## src/rtl/uart_rx_fsm_pkg.sv

```systemverilog
// UART shared definitions: frame controller state encoding,
// legal oversampling ratios and the end-of-bit edge helper.
package uart_rx_fsm_pkg;

    typedef enum logic [2:0] {
        IDLE   = 3'd0,
        START  = 3'd1,
        DATA   = 3'd2,
        PARITY = 3'd3,
        STOP   = 3'd4,
        CHECK  = 3'd5
    } uart_state_t;

    localparam logic [5:0] PRE_8   = 6'd8;
    localparam logic [5:0] PRE_16  = 6'd16;
    localparam logic [5:0] PRE_32  = 6'd32;
    localparam logic [5:0] PRE_MIN = 6'd4;

    // Last edge index of a bit; ratios below 4 are clamped to 4.
    function automatic logic [5:0] eob_edge(input logic [5:0] pre);
        return (pre < PRE_MIN) ? PRE_MIN - 6'd1 : pre - 6'd1;
    endfunction

endpackage

```

## src/rtl/uart_rx_edge_bit_cnt.sv

```systemverilog
// Edge/bit counter for the UART receiver frame controller.
// Ports: CLK, RST, enable, Prescale_q in; edge_count, bit_count, eob out.
module uart_rx_edge_bit_cnt
    import uart_rx_fsm_pkg::*;
(
    input  logic       CLK,
    input  logic       RST,
    input  logic       enable,
    input  logic [5:0] Prescale_q,
    output logic [5:0] edge_count,
    output logic [3:0] bit_count,
    output logic       eob
);

    assign eob = enable && (edge_count == eob_edge(Prescale_q));

    // Counters sit at zero whenever disabled, so every frame
    // starts from edge 0 / bit 0 on its first START cycle.
    always_ff @(posedge CLK or posedge RST) begin
        if (RST) begin
            edge_count <= '0;
            bit_count  <= '0;
        end else if (!enable) begin
            edge_count <= '0;
            bit_count  <= '0;
        end else if (eob) begin
            edge_count <= '0;
            bit_count  <= bit_count + 4'd1;
        end else begin
            edge_count <= edge_count + 6'd1;
        end
    end

endmodule

```

## src/rtl/uart_rx_fsm.sv

```systemverilog
// UART receive frame controller: start detect, data strobes,
// parity/stop checks and the data_valid pulse.
// Ports: CLK, RST, RX_IN, sampled_bit, PAR_EN, PAR_TYP, Prescale in;
//        edge_count, bit_count, sample_en, deser_en, data_valid,
//        par_err, stp_err out.
module uart_rx_fsm
    import uart_rx_fsm_pkg::*;
#(
    parameter int DATA_WIDTH = 8
) (
    input  logic       CLK,
    input  logic       RST,
    input  logic       RX_IN,
    input  logic       sampled_bit,
    input  logic       PAR_EN,
    input  logic       PAR_TYP,
    input  logic [5:0] Prescale,
    output logic [5:0] edge_count,
    output logic [3:0] bit_count,
    output logic       sample_en,
    output logic       deser_en,
    output logic       data_valid,
    output logic       par_err,
    output logic       stp_err
);

    localparam logic [3:0] LAST_BIT = 4'(DATA_WIDTH);

    uart_state_t state, state_d;
    logic        par_en_q, par_typ_q;
    logic [5:0]  prescale_q;
    logic        acc, acc_d;
    logic        par_err_d, stp_err_d;
    logic        cap;
    logic        cnt_en, eob;

    assign cnt_en    = state inside {START, DATA, PARITY, STOP};
    assign sample_en = (state != IDLE);

    uart_rx_edge_bit_cnt u_cnt (
        .CLK        (CLK),
        .RST        (RST),
        .enable     (cnt_en),
        .Prescale_q (prescale_q),
        .edge_count (edge_count),
        .bit_count  (bit_count),
        .eob        (eob)
    );

    always_ff @(posedge CLK or posedge RST) begin
        if (RST) begin
            state      <= IDLE;
            par_en_q   <= 1'b0;
            par_typ_q  <= 1'b0;
            prescale_q <= PRE_8;
            acc        <= 1'b0;
            par_err    <= 1'b0;
            stp_err    <= 1'b0;
        end else begin
            state   <= state_d;
            acc     <= acc_d;
            par_err <= par_err_d;
            stp_err <= stp_err_d;
            if (cap) begin
                par_en_q   <= PAR_EN;
                par_typ_q  <= PAR_TYP;
                prescale_q <= Prescale;
            end
        end
    end

    always_comb begin
        state_d    = state;
        acc_d      = acc;
        par_err_d  = par_err;
        stp_err_d  = stp_err;
        cap        = 1'b0;
        deser_en   = 1'b0;
        data_valid = 1'b0;
        unique case (state)
            IDLE: begin
                if (!RX_IN) begin
                    state_d = START;
                    cap     = 1'b1;
                end
            end
            START: begin
                if (eob) state_d = sampled_bit ? IDLE : DATA;
            end
            DATA: begin
                if (eob) begin
                    deser_en = 1'b1;
                    acc_d    = acc ^ sampled_bit;
                    if (bit_count == LAST_BIT)
                        state_d = par_en_q ? PARITY : STOP;
                end
            end
            PARITY: begin
                if (eob) begin
                    par_err_d = sampled_bit ^ acc ^ par_typ_q;
                    state_d   = STOP;
                end
            end
            STOP: begin
                if (eob) begin
                    stp_err_d = ~sampled_bit;
                    state_d   = CHECK;
                end
            end
            CHECK: begin
                data_valid = ~(par_err | stp_err);
                if (!RX_IN) begin
                    state_d = START;
                    cap     = 1'b1;
                end else begin
                    state_d = IDLE;
                end
            end
            default: state_d = IDLE;
        endcase
        // A new frame starts with fresh error flags and parity.
        if (cap) begin
            acc_d     = 1'b0;
            par_err_d = 1'b0;
            stp_err_d = 1'b0;
        end
    end

endmodule

```

## config.mk

```make
export PLATFORM = sky130hd
export DESIGN_NAME = uart_rx_fsm
export DESIGN_NICKNAME = d
export VERILOG_FILES = /design/src/rtl/uart_rx_fsm_pkg.sv /design/src/rtl/uart_rx_edge_bit_cnt.sv /design/src/rtl/uart_rx_fsm.sv
export SDC_FILE = /design/constraint.sdc
export NUM_CORES = 1
export LEC_CHECK = 0
export CORE_UTILIZATION = 47
export DETAILED_ROUTE_END_ITERATION = 7
export HOLD_SLACK_MARGIN = 0.05
export PLACE_DENSITY_LB_ADDON = 0.1
export REMOVE_ABC_BUFFERS = 1
export SLEW_MARGIN = 20
export SYNTH_ARGS = -nofsm -noshare
export SYNTH_HDL_FRONTEND = slang
export SYNTH_SLANG_ARGS = --single-unit
```

## constraint.sdc

```tcl
create_clock -name CLK -period 2.7 [get_ports CLK]
set_input_delay 0.54 -clock CLK [delete_from_list [all_inputs] [get_ports CLK]]
set_output_delay 0.54 -clock CLK [all_outputs]
set_load 0.03 [all_outputs]
```

=== Word-level counts from Yosys, hierarchy flattened ===
Index checks and enable logic that the tools add are counted.

* Input port bits: 12
* Output and inout bits: 15
* Word-level logic and storage cells: 74
* Flip-flop bits (word level): 24

* Mux-type cells: 29
* Order comparisons: 1
* Add/sub/neg operators: 3
* Bitwise gates (word level): 5
* Reduce and logical (&&, ||, !) cells: 13
* Eq/ne operators: 14

{| class="wikitable"
|+ Operator list
! cell !! number
|-
| $mux 3 || 7
|-
| $mux 6 || 3
|-
| $pmux 3 s6 || 1
|-
| $mux 1 || 15
|-
| $ne 2x2->1 const B || 6
|-
| $mux 4 || 2
|-
| $reduce_bool 2->1 || 4
|-
| $add 6x1->6 const B || 1
|-
| $eq 3x2->1 const B || 2
|-
| $eq 3x3->1 const B || 2
|-
| $eq 6x6->1 || 1
|-
| $lt 6x3->1 const B || 1
|-
| $reduce_and 2->1 || 3
|-
| $reduce_and 6->1 || 1
|-
| $sub 6x1->6 const B || 1
|-
| $add 4x1->4 const B || 1
|-
| $eq 4x4->1 const B || 1
|-
| $reduce_bool 4->1 || 1
|-
| $eq 3x1->1 const B || 1
|-
| $logic_not 3->1 || 1
|-
| $reduce_bool 3->1 || 1
|-
| $mux 2 || 1
|-
| $ne 2x1->1 const B || 1
|-
| $not 1->1 || 2
|-
| 4 further kinds || 5
|}

=== Depth between registers and ports, before layout ===
* Depth in word-level cells: 7
* Depth in mapped cells: 9
* Gate-level depth less buffers: 8

=== By module ===
Synthesis repeated with hierarchy kept, for this count alone.

* Cells, all modules: 140
* Area total of the unflattened synthesis: 1417.6 µm²

{| class="wikitable"
|+ Modules (own cells, without submodules)
! module !! area an instance (µm²) !! cells an instance !! instances
|-
| uart_rx_fsm || 716.9 || 67 || 1
|-
| uart_rx_edge_bit_cnt || 700.7 || 73 || 1
|}

=== Worst setup path before layout ===
Ideal clock, no wire load.

* Path type: register -> output
* From: register prescale_q[0]
* To: output deser_en
* Required time: 2.160 ns
* Cell stages (with the launch flop): 10
* Path slack: -0.531 ns
* Arrival: 2.691 ns
* Cell sequence: dfrtp_1 > inv_1 > ha_1 > nor4bb_1 > a211oi_1 > or4b_4 > and3b_2 > buf_2 > nand2_1 > nor3_1

* Cells in the longest elaborated chain, start to end: 6
* Elaborated cells between the ends (all ways): 7
* Those cells by class: add/sub (1); order compare (1); eq/ne (1); mux (3); reduce/logical (1)

{| class="wikitable"
|+ RTL lines
! element !! RTL line !! text
|-
| start, declared || uart_rx_fsm.sv:31 || <nowiki>logic [5:0] prescale_q;</nowiki>
|-
| start signal, assigned || uart_rx_fsm.sv:67 || <nowiki>prescale_q <= Prescale;</nowiki>
|-
| $sub 6x1->6 or $lt 6x3->1 (tied branches) || uart_rx_fsm_pkg.sv:21 || <nowiki>return (pre < PRE_MIN) ? PRE_MIN - 6'd1 : pre - 6'd1;</nowiki>
|-
| $mux 6 * || uart_rx_fsm_pkg.sv:21 ||
|-
| $eq 6x6->1 * || uart_rx_edge_bit_cnt.sv:15 || <nowiki>assign eob = enable && (edge_count == eob_edge(Prescale_q));</nowiki>
|-
| $logic_and 1x1->1 * || uart_rx_edge_bit_cnt.sv:15 ||
|-
| $mux 1 * || uart_rx_fsm.sv:91 || <nowiki>if (eob) begin</nowiki>
|-
| $mux 1 * || uart_rx_fsm.sv:80 || <nowiki>unique case (state)</nowiki>
|-
| end, declared || uart_rx_fsm.sv:21 || <nowiki>output logic deser_en,</nowiki>
|}

Every way passes the cells marked *; elsewhere a longest branch is shown, timed or not.

=== Final worst setup path ===
* From: register prescale_q[1]
* To: output deser_en

Same word-level chain as after synthesis.

==> metrics <==
outcome complete, but fails checks; violated checks setup timing; most frequent cells in the layout clkdlybuf4s50_1 (25), dfrtp_1 (22), buf_4 (15); post-DP HPWL 2700 µm; ant diodes 0; Initial Util 49.7%; maximum number of pins on one net before global-route repair 14; clk root buf clkbuf_4; row cnt 20; total CTS buffers 3; Vias roughly 1400; power per cell area 1270 mW/mm²; Slew @ Worst Pin 0.512 ns; Final WS setup -0.267 ns; mapped cell area between 0.0015 and 0.002 mm²; Netlist cell types 45; worst reg2reg path depth 9; fraction of final layout cells sized beyond drive strength 1 21.3%; Crit Path Class reg -> out; Primary FF master, synth dfrtp_1; first-pass GRT wire length between 6000 and 7000 µm; commonest non-fill, non-tap cell in the layout clkdlybuf4s50_1; Async SR Flop Fraction 100%; DR DRC count 0; synth-to-layout area growth 31.6%; R2R Path End par_err$_DFFE_PP0P_; Final nets ~210; cell count after synthesis between 150 and 200; WP data arrival 2.43 ns; Leak Pwr 0.844 nW; routed length per instance between 10 and 15 µm; Port Buffer Count 26; placed cells 235; Critical R2R Launch prescale_q[1]$_DFFE_PP0P_; maxcap violations 0; H-tree levels 1; largest fanout on the critical path 4; Setup Skew about 0.0073 ns; Post-synth EDFFs 0; drt pass-1 iters 4; CTS Sinks 24; Die Ht 59.0 µm; endpoints failing hold 0; initial antenna violation count 0; DRT Wirelength ~3600 µm; Die Wd ~59 µm; Critical Path Source Type register; max_slew headroom between 60 and 70%; I/O Pins 27; final weighted congestion in routability-driven placement ~0.79; Max clock buf depth 2; Min-Delay Path Class in -> async; Final Setup Violations 1; worst path required time about 2.2 ns; Die ar. 0.00349 mm²; RSZ-0062 raised after global routing yes; Slew Viols, Final 0; syn avg cell area slightly below 10 µm²; Core Footprint 0.00308 mm²; gr usage total a little under a quarter; Yosys reg bits 24; Overflow after GRT 0; fmax between 300 and 400 MHz; DR iter-0 viols 57; crit end category output port; post-layout min period a little under 3 ns; Worst R2R Setup Slack 0.10 ns; Finished Layout Cells roughly 240; Total Neg Setup Slack -0.267 ns; CTS tree yes; final worst-path cycle share 110%; Yosys warning count 0; sequential element share of the synthesized area between 30% and 40%; vias per cell approximately 5.7; Worst-path clk slew 0.14 ns; vias in the first global route 1298; post-route ant nets 0; Clock Latency Late Sink between 0.3 and 0.4 ns; Max IR drop VDD ~0.00053 V
routing by layer:
metal	wire length [µm]	vias to the layer above	GRT usage (%)	share of wire, %
met2	1760	29	36.2	49
met4	46	0	7.48	1.3
met1	1650	665	32.5	46
met3	126	6	2.62	3.5
li1	-	666	-	-
met5	0	-	0	0
metrics by stage:
stage / util, % / setup slack (ns) / area [µm²] / hold WS (ns) / total power [W]
final: 65.4 / -0.267 / 2010 / 0.529 / 0.00256
after global routing: 65.4 / -0.382 / 2010 / 0.584 / 0.00275
after CTS: 64.1 / -0.313 / 1970 / 0.549 / 0.00249
after detailed placement: 61.9 / -0.0555 / 1900 / 0.539 / 0.00224
after global placement: 61.9 / 0.0354 / 1900 / 0.510 / 0.00217
after floorplan: - / -0.467 / 1490 / 0.500 / 0.00166
timing repair:
action | CTS | global route
cloned | 0 | 0
pin swaps | 3 | 2
hold buffers | 0 | 0
resized for setup | 5 | 9
setup buffers | 1 | 1
endpoints found under the setup margin | 1 | 5
flip-flops by register name, summed over array words and instances (netlist names):
signal,cells
par_err,1
u_cnt.edge_count,6
par_en_q,1
state,3
stp_err,1
par_typ_q,1
acc,1
prescale_q,6
u_cnt.bit_count,4
area by class of cell:
| cell class | instances | area [µm²] |
|---|---|---|
| sequential | 24 | 603 |
| timing repair buffer | 41 | 374 |
| multi-input combinational | 118 | 906 |
| inverter | 10 | 37.5 |
| fill | 274 | 1070 |
| tap | 44 | 55.1 |
| clock buffer | 4 | 36.3 |
cells in the mapped netlist (2+ instances only):
cell       instances  share of area, %
o31ai_1            5               2.5
or3_1              2              0.82
a21oi_1            8               2.6
or4_1              4               2.0
nor2b_1            3               1.2
nand3_1            6               2.0
a2111o_1           2               1.5
nand2_1           10               2.5
nor4_1             3               1.2
clkbuf_1           5               1.2
nand2b_1           8               3.3
o21ai_0            9               2.9
inv_1             10               2.5
nor3_1             4               1.3
xor2_1             2               1.1
nor2_1             7               1.7
dfrtp_1           23                38
mux2_2             8               5.9
nand4bb_1          2               1.5
a31oi_1            4               1.6
ha_1               4               3.3
o41a_1             2               1.5
xnor2_1            6               3.4
worst max-delay path, cell delays in order, from the launching register on:
cell and delay, ns:
dfrtp_1 0.40, inv_1 0.10, ha_4 0.15, nand4bb_1 0.13, a32oi_1 0.24, or4b_4 0.49
and3b_2 0.27, nand2_2 0.07, nor3_2 0.10, buf_4 0.18
report_power, final:
part / total, W / switching, W / internal, W / leakage (nW)
clock: 0.000194 / 0.000112 / 0.0000825 / 0.0210
sequential: 0.000766 / 0.000245 / 0.000520 / 0.298
combinational: 0.00160 / 0.000826 / 0.000774 / 0.525
total: 0.00256 / 0.00118 / 0.00138 / 0.844
logic make-up after synthesis:
kind of cell	share of synthesized area [%]
DFF	39.4
buffers and inverters	4.75
xor gates and xnor gates	4.58
and+or+nand+nor	23.4
AOI/OAI and AO/OA	18.1
muxes	6.55
adders and majority gates	3.27
worst max-delay path by stage:
stage | from | endpoint | depth (start not counted)
6_report | prescale_q[1]$_DFFE_PP0P_ | deser_en | 9
5_1_grt | prescale_q[0]$_DFFE_PP0P_ | deser_en | 9
4_1_cts | prescale_q[0]$_DFFE_PP0P_ | deser_en | 9
3_5_place_dp | prescale_q[0]$_DFFE_PP0P_ | deser_en | 8
3_3_place_gp | prescale_q[0]$_DFFE_PP0P_ | deser_en | 9
2_1_floorplan | prescale_q[0]$_DFFE_PP0P_ | deser_en | 8
Note: power is estimated with default switching activity, not from simulation.
